File: src/rtl/reg_dump_unit.sv
// Register-file dump engine: walks an inclusive, possibly wrapping address range
// through a combinational read port and streams each register out as a valid/ready beat.
module reg_dump_unit #(
    parameter int WIDTH = 32,
    parameter int SIZE  = 5
) (
    input  logic             clk,
    input  logic             reset,
    input  logic             start_i,
    input  logic [SIZE-1:0]  first_reg_i,
    input  logic [SIZE-1:0]  last_reg_i,
    output logic [SIZE-1:0]  read_register_1_o,
    input  logic [WIDTH-1:0] read_data_1_i,
    output logic             dump_valid_o,
    input  logic             dump_ready_i,
    output logic [SIZE-1:0]  dump_addr_o,
    output logic [WIDTH-1:0] dump_data_o,
    output logic             busy_o,
    output logic             done_o
);

    typedef enum logic [1:0] {
        IDLE  = 2'd0,
        READ  = 2'd1,
        VALID = 2'd2,
        DONE  = 2'd3
    } state_t;

    state_t           state_reg, state_next;
    logic [SIZE-1:0]  ptr_reg, ptr_next;
    logic [SIZE-1:0]  last_reg, last_next;
    logic [SIZE-1:0]  addr_reg, addr_next;
    logic [WIDTH-1:0] data_reg, data_next;

    always_ff @(posedge clk or negedge reset) begin
        if (!reset) begin
            state_reg <= IDLE;
            ptr_reg   <= '0;
            last_reg  <= '0;
            addr_reg  <= '0;
            data_reg  <= '0;
        end else begin
            state_reg <= state_next;
            ptr_reg   <= ptr_next;
            last_reg  <= last_next;
            addr_reg  <= addr_next;
            data_reg  <= data_next;
        end
    end

    always_comb begin
        state_next = state_reg;
        ptr_next   = ptr_reg;
        last_next  = last_reg;
        addr_next  = addr_reg;
        data_next  = data_reg;
        unique case (state_reg)
            IDLE: begin
                if (start_i) begin
                    ptr_next   = first_reg_i;
                    last_next  = last_reg_i;
                    state_next = READ;
                end
            end
            READ: begin
                // Capture the beat so later register-file writes cannot disturb it.
                addr_next  = ptr_reg;
                data_next  = read_data_1_i;
                state_next = VALID;
            end
            VALID: begin
                if (dump_ready_i) begin
                    if (ptr_reg == last_reg) begin
                        state_next = DONE;
                    end else begin
                        // Natural overflow gives the wrap from 2^SIZE-1 back to 0.
                        ptr_next   = ptr_reg + SIZE'(1);
                        state_next = READ;
                    end
                end
            end
            DONE: begin
                state_next = IDLE;
            end
            default: begin
                state_next = IDLE;
            end
        endcase
    end

    // Status outputs decode straight from the state register, so reset clears them at once.
    assign read_register_1_o = ptr_reg;
    assign dump_addr_o       = addr_reg;
    assign dump_data_o       = data_reg;
    assign dump_valid_o      = (state_reg == VALID);
    assign busy_o            = (state_reg != IDLE);
    assign done_o            = (state_reg == DONE);

endmodule

File: config.mk
export PLATFORM = sky130hd
export DESIGN_NAME = reg_dump_unit
export DESIGN_NICKNAME = d
export VERILOG_FILES = /design/src/rtl/reg_dump_unit.sv
export SDC_FILE = /design/constraint.sdc
export NUM_CORES = 1
export LEC_CHECK = 0
export CORE_UTILIZATION = 41
export DETAILED_ROUTE_END_ITERATION = 10
export PLACE_DENSITY_LB_ADDON = 0.3
export SYNTH_ARGS = -nofsm -noshare
export SYNTH_HDL_FRONTEND = slang
export SYNTH_SLANG_ARGS = --single-unit
export TNS_END_PERCENT = 50
File: constraint.sdc
create_clock -name clk -period 1.8 [get_ports clk]
set_input_delay 0.27 -clock clk [delete_from_list [all_inputs] [get_ports clk]]
set_output_delay 0.27 -clock clk [all_outputs]
set_load 0.005 [all_outputs]
==> results of run 1 <==
## synth_stat cells
cell type | instances | area share
sky130_fd_sc_hd__dfrtp_1 | 49 | 0.60
sky130_fd_sc_hd__inv_1 | 5 | 0.0092
sky130_fd_sc_hd__o21a_4 | 1 | 0.0073
sky130_fd_sc_hd__a22oi_1 | 3 | 0.011
sky130_fd_sc_hd__mux2_4 | 1 | 0.0073
sky130_fd_sc_hd__nand3_1 | 3 | 0.0073
sky130_fd_sc_hd__nor2_1 | 4 | 0.0073
sky130_fd_sc_hd__buf_2 | 4 | 0.0098
sky130_fd_sc_hd__nand2b_4 | 1 | 0.0067
sky130_fd_sc_hd__a31o_2 | 1 | 0.0043
sky130_fd_sc_hd__mux2_2 | 36 | 0.20
sky130_fd_sc_hd__ha_1 | 1 | 0.0061
sky130_fd_sc_hd__mux2i_1 | 1 | 0.0049
sky130_fd_sc_hd__o21ai_0 | 3 | 0.0073
sky130_fd_sc_hd__clkbuf_1 | 2 | 0.0037
sky130_fd_sc_hd__nand2b_1 | 2 | 0.0061
sky130_fd_sc_hd__or2_2 | 2 | 0.0061
sky130_fd_sc_hd__o211a_1 | 1 | 0.0049
sky130_fd_sc_hd__o211ai_1 | 3 | 0.011
sky130_fd_sc_hd__xnor2_1 | 3 | 0.013
sky130_fd_sc_hd__or3_4 | 1 | 0.0055
sky130_fd_sc_hd__and2_2 | 1 | 0.0037
sky130_fd_sc_hd__mux2_1 | 3 | 0.017
sky130_fd_sc_hd__nand2_1 | 11 | 0.020
sky130_fd_sc_hd__xor2_1 | 2 | 0.0086
sky130_fd_sc_hd__o22ai_1 | 2 | 0.0061
sky130_fd_sc_hd__o221ai_1 | 1 | 0.0043
sky130_fd_sc_hd__o2111ai_1 | 1 | 0.0043
## layout make-up
cell class | instances | area, µm²
clock buffer | 7 | 96.3
tap | 67 | 83.8
clock inverter | 1 | 5.00
inverter | 5 | 18.8
timing repair buffer | 101 | 1010
fill | 402 | 1540
sequential | 49 | 1230
multi-input combinational | 88 | 776
## worst reg2reg max path, stage by stage (launching register included)
cell and delay, ps:
sky130_fd_sc_hd__dfrtp_1 430, sky130_fd_sc_hd__nand2b_4 180, sky130_fd_sc_hd__or3_4 420, sky130_fd_sc_hd__o21a_4 230
sky130_fd_sc_hd__mux2_4 290
## power by group through the flow
stage / clock network [mW] / logic (mW) / registers [mW]
after floorplan: 0 / 1.16 / 2.05
after global placement: 0 / 2.67 / 1.98
after detailed placement: 0 / 2.72 / 2.01
after CTS: 0.733 / 2.74 / 1.99
after global routing: 0.779 / 2.93 / 2.07
final: 0.700 / 2.71 / 1.97
## metal layers
layer,vias to the layer above,routed length [µm],global-route usage
met4,0,56,0.0588
met3,5,373,0.0691
li1,714,-,-
met5,-,0,0
met1,716,1860,0.235
met2,63,2140,0.291
## cells by family (layout without fill, tap and decap cells)
kind of cell             Yosys count  after routing  synth area share
adder cells (fa/ha/maj)            1              1           0.00612
flip-flops                        49             49             0.599
buffers and inverters             11            114            0.0226
AO/OA/AOI/OAI                     16             16            0.0605
AND/OR/NAND/NOR                   25             25            0.0630
XOR/XNOR                           5              5            0.0214
multiplexers                      41             41             0.227
## final timing paths
path	from	endpoint
worst min-delay path	dump_addr_o[2]	dump_addr_o[2]
worst min register to register	dump_addr_o[2]	dump_addr_o[2]
worst max-delay path	state_reg[0]	read_register_1_o[1]
worst max register to register	state_reg[0]	read_register_1_o[1]
min in group asynchronous	reset	dump_data_o[21]
max in group asynchronous	reset	state_reg[1]
## per-stage QoR
step           std cells  power, mW  area, µm²  hold slack, ps  setup slack, ps
4_1_cts              317       5.46       3200             497             3.98
6_report             318       5.38       3220             490              144
3_5_place_dp         308       4.73       3090             273              156
2_1_floorplan        148       3.21       2050           -25.6              186
3_3_place_gp         308       4.65       3090             268              180
5_1_grt              318       5.78       3220             512             76.6
## timing repair
action / 4_1_cts / 5_1_grt
hold endpoints to repair: 21 / 0
hold buffers: 1 / 0
endpoints found under the setup margin: 0 / 2
setup buffers: 0 / 1
gates resized for setup: 0 / 3
==> run summary, run 1 <==
The count of antenna-violating nets left after detailed routing came out at 0. The initial utilization of the core area, before any placement, comes to 0.430. TritonCTS built the clock tree.

For this run, the detailed router's first-pass iteration total came to 4. The total count of hold-check failures in the final report came out at 0. Static timing analysis puts the maximum clock frequency at 0.604 GHz. The net switching power of the design came out at 1.58 mW. The worst setup path is of the register to register kind. The share of total power dissipated in sequential elements is 0.367.

The post-layout utilization of the core came out at 0.677. The number of DRC violations after detailed-routing iteration 0 came out at 132. For the worst flop-to-flop path, the logic depth is 4. The all-layer global routing usage is 0.184. The deepest clock path buffer count came out at 2. The number of clock buffers added by TritonCTS is 5.

The synthesized cell area is 0.00205 mm². The number of cells on the worst hold path came out at 2. The worst-path maximum fanout is 5.

The part of the power in the clock network came out at 0.130. The number of diodes came out at 0. The post-detailed-route via-to-cell ratio is 4.71. The count of max-cap constraint violations is 0. The die covers 0.00528 mm². After clock tree synthesis, the clock-pin slew on the worst setup and hold paths is 80 ps.

The number of cells produced by synthesis came out at 148. The startpoint type of the worst setup path is a register. The total power per unit cell area is 1670 mW/mm².

The run finished with clean final reports. After routing, the total negative slack on setup checks comes to 0 ps. The largest individual stage delay along the critical path comes from the cell sky130_fd_sc_hd__dfrtp_1. The share of final-layout standard cells stronger than drive strength 1 is 0.259. The family of cells with the greatest summed delay on the critical path is simple AND/OR/NAND/NOR gates.

The HPWL after detailed placement is 3.27 mm. The maximum level of the CTS H-tree came out at 2. The slew at the pin closest to its max-slew limit came out at 519 ps. The average detailed-routed wire length per instance came out at 13.9 µm. The max-slew violation total from the final report came out at 0. The source-to-sink clock delay at the later pin of the worst-skew pair is 300 ps. The register with the most flip-flops in the layout has 32 of them.

The leakage power of the design came out at 1.38 nW. In this run the register-to-register setup slack is 140 ps. The smallest clock period supported by the final layout is computed as 1660 ps. The sequential element share of the synthesized area is 0.599. After global routing the overflow that remains totals 0. The global-route wire length before repair is 7.27 mm. The maximum vdd ir drop came out at 0.828 mV. The final worst clock skew is 3.71 ps. The die is 72.6 µm tall. The kind of end point of the critical path is a register. The top cell types in the final layout, fill and taps aside, are 87 x sky130_fd_sc_hd__clkdlybuf4s50_1, 48 x sky130_fd_sc_hd__dfrtp_1, 36 x sky130_fd_sc_hd__mux2_2. The relative area change from synthesis to final layout came out at 57.3%.

The synthesized area per cell is 13.8 µm². Leaving out fill and tap cells, the most frequent cell in the layout is sky130_fd_sc_hd__clkdlybuf4s50_1. The area of the core came out at 0.00475 mm². During I/O placement, the number of pins put on the boundary was 91. The TritonCTS sink count is 49.

The share of total power dissipated in combinational logic is 0.503. Yosys mapped the design onto 28 distinct sky130hd cell types. The final net count came out at 297. Setup repair after global routing left no endpoint under its margin. The die is 72.6 µm wide. The largest net degree at the start of global routing is 42. The net count after synthesis came out at 195.

The highest cell delay on the worst timing path came out at 430 ps. The buffer and inverter count on the worst path is 0. The initial antenna violation count is 0. The routability congestion estimate from global placement came out at 0.878. The routed wire length is 4.42 mm. The data required time at the worst endpoint is 1990 ps. The number of synthesis warnings came out at 0. The internal cell power came out at 3.80 mW. Of the total power, the share spent switching nets is 0.294.

The via count of the first global-routing pass is 1596. The count of cell instances traversed by the critical path came out at 4. The number of flip-flops and latches in the synthesized netlist is 49. The number of placement rows came out at 25. The post-route DRC violation count came out at 0. The number of failing setup endpoints in the final timing report came out at 0. Headroom to the max-slew limit came out at 0.654. The critical path goes through nand2b_4 > or3_4 > o21a_4 > mux2_4.

The class of the most critical hold timing path is register to register. The total via count in the routed design is 1498. The count of input and output buffers came out at 90. The critical path data arrival time came out at 1840 ps. The share of the clock period used by the worst path came out at 0.920. The clock root buffer master is sky130_fd_sc_hd__clkbuf_8.
Power figures use the tool's default switching activity.
==> run 2: changes to the inputs <==
--- a/config.mk
+++ b/config.mk
@@ -5,7 +5,9 @@
 export SDC_FILE = /design/constraint.sdc
 export NUM_CORES = 1
 export LEC_CHECK = 0
-export CORE_UTILIZATION = 41
+export CELL_PAD_IN_SITES_DETAIL_PLACEMENT = 1
+export CELL_PAD_IN_SITES_GLOBAL_PLACEMENT = 1
+export CORE_UTILIZATION = 29
 export DETAILED_ROUTE_END_ITERATION = 10
 export PLACE_DENSITY_LB_ADDON = 0.3
 export SYNTH_ARGS = -nofsm -noshare
==> constraint.sdc (replaced) <==
create_clock -name clk -period 1.4 [get_ports clk]
set_input_delay 0.21 -clock clk [delete_from_list [all_inputs] [get_ports clk]]
set_output_delay 0.21 -clock clk [all_outputs]
set_load 0.005 [all_outputs]
==> run 2 against run 1 <==
The flow now finishes with violations (setup timing). Clock skew shrank 1.3 ps. Sequential power grew 30%. Cell area grew 16%. Sequential share of layout area shrank 5.2 points. Global-route usage shrank 2.8 points. Combinational power grew 68%. Count of clock-buffer cells in the layout shrank 1. Routed wire length grew 37%. Critical endpoint unchanged.
==> run summary, run 2 (synthesized netlist as in run 1, its figures left out) <==
The source-to-sink clock delay at the later pin of the worst-skew pair came out at 300 ps (about the same). The kind of end point of the critical path is a register (unchanged). The relative area change from synthesis to final layout came out at 81.9% (was 57.3%). The half-perimeter wire length of the detailed placement result came to 3.85 mm (was 3.27 mm). The area of all placed cells without fillers is 0.00372 mm² (was 0.00322 mm²). The post-route setup TNS is -977 ps (was 0 ps).

The portion of total power attributed to combinational logic is 0.573 (was 0.503). The initial core utilization came to 0.301 (was 0.430). The deepest clock path buffer count is 2 (unchanged). The share of the clock period used by the worst path is 1.15 (was 0.920).

The capture point of the worst reg-to-reg path was read_register_1_o[1] (unchanged). The startpoint type of the worst setup path was a register (unchanged). The largest net degree at the start of global routing is 50 (was 42). The total power per unit cell area was 2130 mW/mm² (was 1670 mW/mm²). The count of antenna-violating nets left after detailed routing came out at 0 (unchanged). The final critical-path required period came out at 1610 ps (was 1660 ps).

The most common library cell in the layout ignoring fill and taps is sky130_fd_sc_hd__dfrtp_1 (was sky130_fd_sc_hd__clkdlybuf4s50_1). The clock root buffer master is sky130_fd_sc_hd__clkbuf_8 (unchanged). The internal cell power came out at 5.46 mW (was 3.80 mW). The area of the core is 0.00679 mm² (was 0.00475 mm²). The sequential share of power is 0.323 (was 0.367). The setup slack on the worst flop-to-flop path is -210 ps (was 140 ps). The routed wire length is 6.05 mm (was 4.42 mm). The I/O pin count came to 91 (unchanged). The part of the power in the clock network came out at 0.104 (was 0.130). The placed cell area is 0.00323 mm² (was 0.00309 mm²). The non-filler instance count after layout is 369 (was 318). The switching portion of total power is 0.311 (was 0.294). The final global-route overflow total is 0 (unchanged). The post-route DRC violation count is 0 (unchanged). The count of input and output buffers came out at 90 (unchanged).

The final reports fail on setup timing. The final worst clock skew is 2.39 ps (was 3.71 ps). The buffer and inverter count on the worst path is 0 (unchanged). The highest cell delay on the worst timing path came out at 410 ps (was 430 ps). The number of cells on the worst reg-to-reg path is 4 (unchanged). The count of max-cap constraint violations is 0 (unchanged). The TritonCTS sink count is 49 (unchanged). The routability congestion estimate from global placement is 0.781 (was 0.878). The number of failing setup endpoints in the final timing report came out at 20 (was 0).

The number of DRC violations after detailed-routing iteration 0 came out at 39 (was 132). The number of diodes was 0 (unchanged). The number of placement rows is 30 (was 25).

The number of flip-flops in the largest register is 32 (unchanged). Most frequent cells in the layout: 49 x sky130_fd_sc_hd__dfrtp_1, 45 x sky130_fd_sc_hd__clkdlybuf4s50_1, 38 x sky130_fd_sc_hd__mux2_4 (was 87 x sky130_fd_sc_hd__clkdlybuf4s50_1, 48 x sky130_fd_sc_hd__dfrtp_1, 36 x sky130_fd_sc_hd__mux2_2). The share of final-layout standard cells stronger than drive strength 1 was 0.359 (was 0.259). The class of the most critical hold timing path was input pin to async pin (was register to register).

The global-route wire length before repair is 8.83 mm (was 7.27 mm). The max-slew violation total from the final report came out at 0 (unchanged). The clock tree from TritonCTS is done (unchanged). RSZ-0062 raised after global routing: true (was false). The number of fillers in the final layout came to 693 (was 402). The maximum vdd ir drop came to 0.994 mV (was 0.828 mV). The x dimension of the die came out at 86.0 µm (was 72.6 µm). The critical path data arrival time came out at 1800 ps (was 1840 ps).

The worst flop-to-flop path startpoint is read_register_1_o[1] (was state_reg[0]). The data required time at the worst endpoint came out at 1590 ps (was 1990 ps). The classification of the worst setup path is register to register (unchanged).

The area enclosed by the die boundary is 0.00739 mm² (was 0.00528 mm²). The total via count in the routed design came out at 1631 (was 1498). The count of placed standard cells including taps came to 348 (was 308). The slowest library cell on the worst path is sky130_fd_sc_hd__dfrtp_1 (unchanged).

Chain of cells forming the critical path: xor2_1 > or3_4 > o21a_4 > mux2_4 (was nand2b_4 > or3_4 > o21a_4 > mux2_4). The height of the die is 86.0 µm (was 72.6 µm). The slack of the critical path is -208 ps (was 144 ps). The remaining max-slew budget at the tightest pin came out at 0.810 (was 0.654). The all-layer global routing usage is 0.156 (was 0.184).

The via count of the first global-routing pass is 1755 (was 1596). The clock input transition at the sequential cells of the worst setup and hold paths was 90 ps (was 80 ps). The leakage power of the design came out at 1.98 nW (was 1.38 nW). The post-detailed-route via-to-cell ratio is 4.42 (was 4.71). The net switching power of the design came out at 2.47 mW (was 1.58 mW). The total count of hold-check failures in the final report came out at 0 (unchanged). Result of the run: complete, but fails checks (was completed). The family of cells with the greatest summed delay on the critical path was flip-flops (was simple AND/OR/NAND/NOR gates).

The post-layout utilization of the core came out at 0.548 (was 0.677). The final net count is 319 (was 297). The total clock buffers created by CTS came out at 5 (unchanged). The slew at the pin closest to its max-slew limit was 285 ps (was 519 ps). The average detailed-routed wire length per instance came out at 16.4 µm (was 13.9 µm). The worst-path maximum fanout is 3 (was 5). The iteration count of the initial detailed-routing pass came to 4 (unchanged).

The maximum level of the CTS H-tree came out at 2 (unchanged). The initial antenna violation count is 0 (unchanged). The highest attainable clock frequency came out at 0.622 GHz (was 0.604 GHz).
==> run 2: cell count changes in the layout (fill, tap and decap cells not counted), moves of 2 or more <==
cell | before | now
sky130_fd_sc_hd__a22oi_1 | 3 | 0
sky130_fd_sc_hd__a22oi_2 | 0 | 3
sky130_fd_sc_hd__buf_4 | 8 | 19
sky130_fd_sc_hd__buf_6 | 0 | 8
sky130_fd_sc_hd__clkbuf_16 | 0 | 2
sky130_fd_sc_hd__clkbuf_8 | 7 | 5
sky130_fd_sc_hd__clkdlybuf4s15_2 | 0 | 2
sky130_fd_sc_hd__clkdlybuf4s50_1 | 87 | 45
sky130_fd_sc_hd__dlygate4sd2_1 | 0 | 8
sky130_fd_sc_hd__dlymetal6s2s_1 | 2 | 33
sky130_fd_sc_hd__mux2_1 | 3 | 0
sky130_fd_sc_hd__mux2_2 | 36 | 2
sky130_fd_sc_hd__mux2_4 | 1 | 38
sky130_fd_sc_hd__nor2_1 | 4 | 2
==> run 2: what timing repair did <==
action	CTS	global route
gates resized for setup	27	75
endpoints found under the hold margin	49	0
setup buffers	8	1
endpoints found under the setup margin	26	80
pin swaps	0	3
hold buffers	1	0
gates cloned	0	3
==> run 2: stage by stage <==
stage / setup slack (ps) / total power, mW / hold WS (ps)
2_1_floorplan: -214 / 4.14 / -85.6
3_3_place_gp: -124 / 6.27 / 227
3_5_place_dp: -154 / 6.39 / 224
4_1_cts: -162 / 7.42 / 429
5_1_grt: -229 / 8.48 / 441
6_report: -208 / 7.93 / 408
==> run 2: final cells by class <==
cell class	instances	area, µm²	area share
timing repair buffer	123	1320	0.354
sequential	49	1230	0.330
multi-input combinational	88	955	0.257
tap	96	120	0.0323
clock buffer	6	72.6	0.0195
inverter	5	18.8	0.00504
clock inverter	2	10.0	0.00269
==> run 2: per-layer routing <==
metal,vias up,global-route usage,wire length [µm]
met5,-,0,0
met4,0,0.0470,53
met3,5,0.0500,333
met2,49,0.247,2980
met1,815,0.203,2680
li1,762,-,-
==> run 2: worst max-delay path by stage <==
stage	from	end	cells past startpoint
final	read_register_1_o[1]	read_register_1_o[1]	4
after global routing	read_register_1_o[1]	read_register_1_o[1]	4
after CTS	state_reg[1]	read_register_1_o[1]	5
after detailed placement	dump_ready_i	read_register_1_o[1]	5
after global placement	read_register_1_o[1]	read_register_1_o[1]	4
after floorplan	read_register_1_o[1]	read_register_1_o[1]	4
==> run 2: worst reg2reg max path: cells and delay by family, from the launching register on <==
family | cells | cell delay, ps
xor gates and xnor gates | 1 | 180
AOI/OAI and AO/OA | 1 | 220
and+or+nand+nor | 1 | 380
DFF | 1 | 410
muxes | 1 | 300
==> run 2: power by group through the flow <==
| stage | Clock (mW) | Combinational, mW | Sequential, mW |
|---|---|---|---|
| finish | 0.827 | 4.54 | 2.56 |
| global placement | 0 | 3.74 | 2.53 |
| global route | 0.927 | 4.89 | 2.66 |
| floorplan | 0 | 1.50 | 2.63 |
| detailed placement | 0 | 3.81 | 2.57 |
| CTS | 0.862 | 4.03 | 2.52 |
==> RTL change: new RTL, flow settings as in run 2 <==
`addr_reg` and `data_reg` no longer have a reset.
--- a/src/rtl/reg_dump_unit.sv
+++ b/src/rtl/reg_dump_unit.sv
@@ -37,15 +37,16 @@
             state_reg <= IDLE;
             ptr_reg   <= '0;
             last_reg  <= '0;
-            addr_reg  <= '0;
-            data_reg  <= '0;
         end else begin
             state_reg <= state_next;
             ptr_reg   <= ptr_next;
             last_reg  <= last_next;
-            addr_reg  <= addr_next;
-            data_reg  <= data_next;
         end
+    end
+
+    always_ff @(posedge clk) begin
+        addr_reg <= addr_next;
+        data_reg <= data_next;
     end
 
     always_comb begin
Check against the original RTL: differs if reset is asserted again (counterexample within 4 cycles, from zero or initial values and one cycle with reset low); with reset held inactive, the same outputs for 10 cycles.
==> RTL change against run 2 <==
  * The run still ends with negative setup slack left
  * Sequential power down 9.4%
  * Via count shrank 17%
  * Non-clock buffer count decreased by 9
  * Count of clock-buffer cells in the layout decreased by 1
  * Global-route usage shrank 0.13 points
  * Design area shrank 13%
  * Area after synthesis shrank 12%
  * Sequential cell count unchanged
  * Final cell count fell by 19%
  * Utilization is 0.61 points lower
  * Setup slack lost 34 ps
  * Critical path depth unchanged
  * Total power decreased by 25%
  * Wire length down 18%
  * Critical path type unchanged
==> RTL change: results (changes against run 2) <==
Synthesis
  • Multiplexer share of the synthesized area: 5.16% (-18 points)
  • Top cells by area, synth: edfxtp_1, dfrtp_1, mux2_2, xnor2_1, a22oi_1
  • Post-synth EDFFs: 37 (+37)
  • Synth Instances: 102 (-31%)
  • Commonest cells in the netlist: edfxtp_1, dfrtp_1, mux2_2
  • Area share of fa/ha/maj cells after synthesis: 0.697% (+0.086 points)
  • Post-synthesis sequential area ratio: 78.7% (+19 points)
  • Compound-Gate Fraction of Synth Area: 6.14% (+0.082 points)
  • Post-synth top flop: edfxtp_1
  • Synth Area in XOR/XNOR: 2.44% (+0.30 points)
  • Ys async rst share: 24.5% (-76 points)
  • Syn Nets: 149 (-24%)

Finish
  • Filler cells: 606 (-13%)
  • Layout Nets: 269 (-16%)
  • Largest register FFs: 32 (unchanged)
  • Fraction of layout cells with a size suffix above 1: 22.9% (-13 points)

Critical path
  • Crit-path max FO: 4 (+1)
  • CP top delay family: simple AND/OR/NAND/NOR gates
  • Worst path max stage delay: 390 ps (-20 ps)
  • R2R setup slack: -240 ps (-30 ps)

STA
  • Relative slew slack: 84.8% (+3.8 points)
  • Fin Hold WS: 230 ps (-178 ps)
  • Final setup margin: -242 ps (-33.9 ps)
  • Worst Skew: 5.90 ps (+3.51 ps)
  • Final setup violation count: 37 (+85%)

Global route
  • First-pass GRT wire length: 7.33 mm (-17%)
  • M2 GR Usage: 27.3% (+2.5 points)
  • Met3 capacity usage during global routing: 4.43% (-0.57 points)
  • GRT Total Usage: 15.5% (-0.13 points)
  • Largest net degree at the start of global routing: 29 (-42%)
  • Vias in the first global route: 1472 (-16%)
  • Met1 Use GR: 18.0% (-2.3 points)

Power
  • Pwr dens: 1850 nW/µm² (-13%)
  • Net Sw Power: 1.70 mW (-31%)
  • Clk pwr share: 16.3% (+5.9 points)
  • Logic pwr share: 44.9% (-12 points)
  • Max IR drop VDD: 722 µV (-27%)

Outcome
  • Failing checks: negative setup slack
  • Status: finished, violations left

Place
  • Dpl ws: -196 ps (-42.4 ps)
  • DP HPWL: 3.65 mm (-5.1%)
  • Placer Congestion: 0.786 (+0.61%)
  • Inst Count DP: 283 (-19%)

Drt
  • Vias per std cell: 4.54 (+2.7%)
  • Detailed Route WL: 4.98 mm (-18%)
  • Via count: 1353 (-17%)
## RTL change: cell types whose count changed after synthesis, moves of 2 or more
cell      change
dfrtp_1      -37
nand2_1       -6
o21ai_0       -2
buf_2         -4
edfxtp_1     +37
mux2_1        -3
mux2_2       -30
## RTL change: stage by stage
stage / instance area (µm²) / setup TNS (ps)
final: 3230 / -2850
after global routing: 3230 / -5290
after CTS: 3120 / -2320
after detailed placement: 2930 / -1560
after global placement: 2930 / -1270
after floorplan: 1800 / -918
## RTL change: area by class of cell
cell class | count | area, µm² | area share (%)
Clock buffer | 5 | 68.8 | 2.13
Tap cell | 75 | 93.8 | 2.91
Timing Repair Buffer | 114 | 1190 | 37.0
Clock inverter | 3 | 41.3 | 1.28
Inverter | 5 | 18.8 | 0.582
Multi-Input combinational cell | 47 | 398 | 12.3
Sequential cell | 49 | 1410 | 43.8
## RTL change: worst paths after layout
| path | from | end | cells past startpoint |
|---|---|---|---|
| hold / removal | reset | read_register_1_o[1] | 2 |
| min in group clk | read_data_1_i[17] | dump_data_o[17] | 1 |
| hold reg to reg | last_reg[0] | last_reg[0] | 1 |
| max in group asynchronous | reset | state_reg[0] | 2 |
| setup / recovery | state_reg[0] | read_register_1_o[1] | 4 |
| setup reg to reg | state_reg[0] | read_register_1_o[1] | 4 |
## RTL change: what timing repair did
item                                    4_1_cts  5_1_grt
endpoints found under the setup margin       20       60
gates resized for setup                      29       16
cloned                                        0        3
pin swaps                                     3        4
setup buffers                                 4        0
## RTL change: cell families after synthesis
logic type      Yosys count
xor+xnor                  5
flops                    49
fa+ha+maj                 1
buf+inv                   6
mux                       8
simple gates             19
compound gates           14
## RTL change: metal layers
metal / part of all wire [%] / routed length (µm)
met1: 40 / 1970
met2: 50 / 2500
met3: 9.5 / 472
met4: 0.70 / 35
met5: 0 / 0
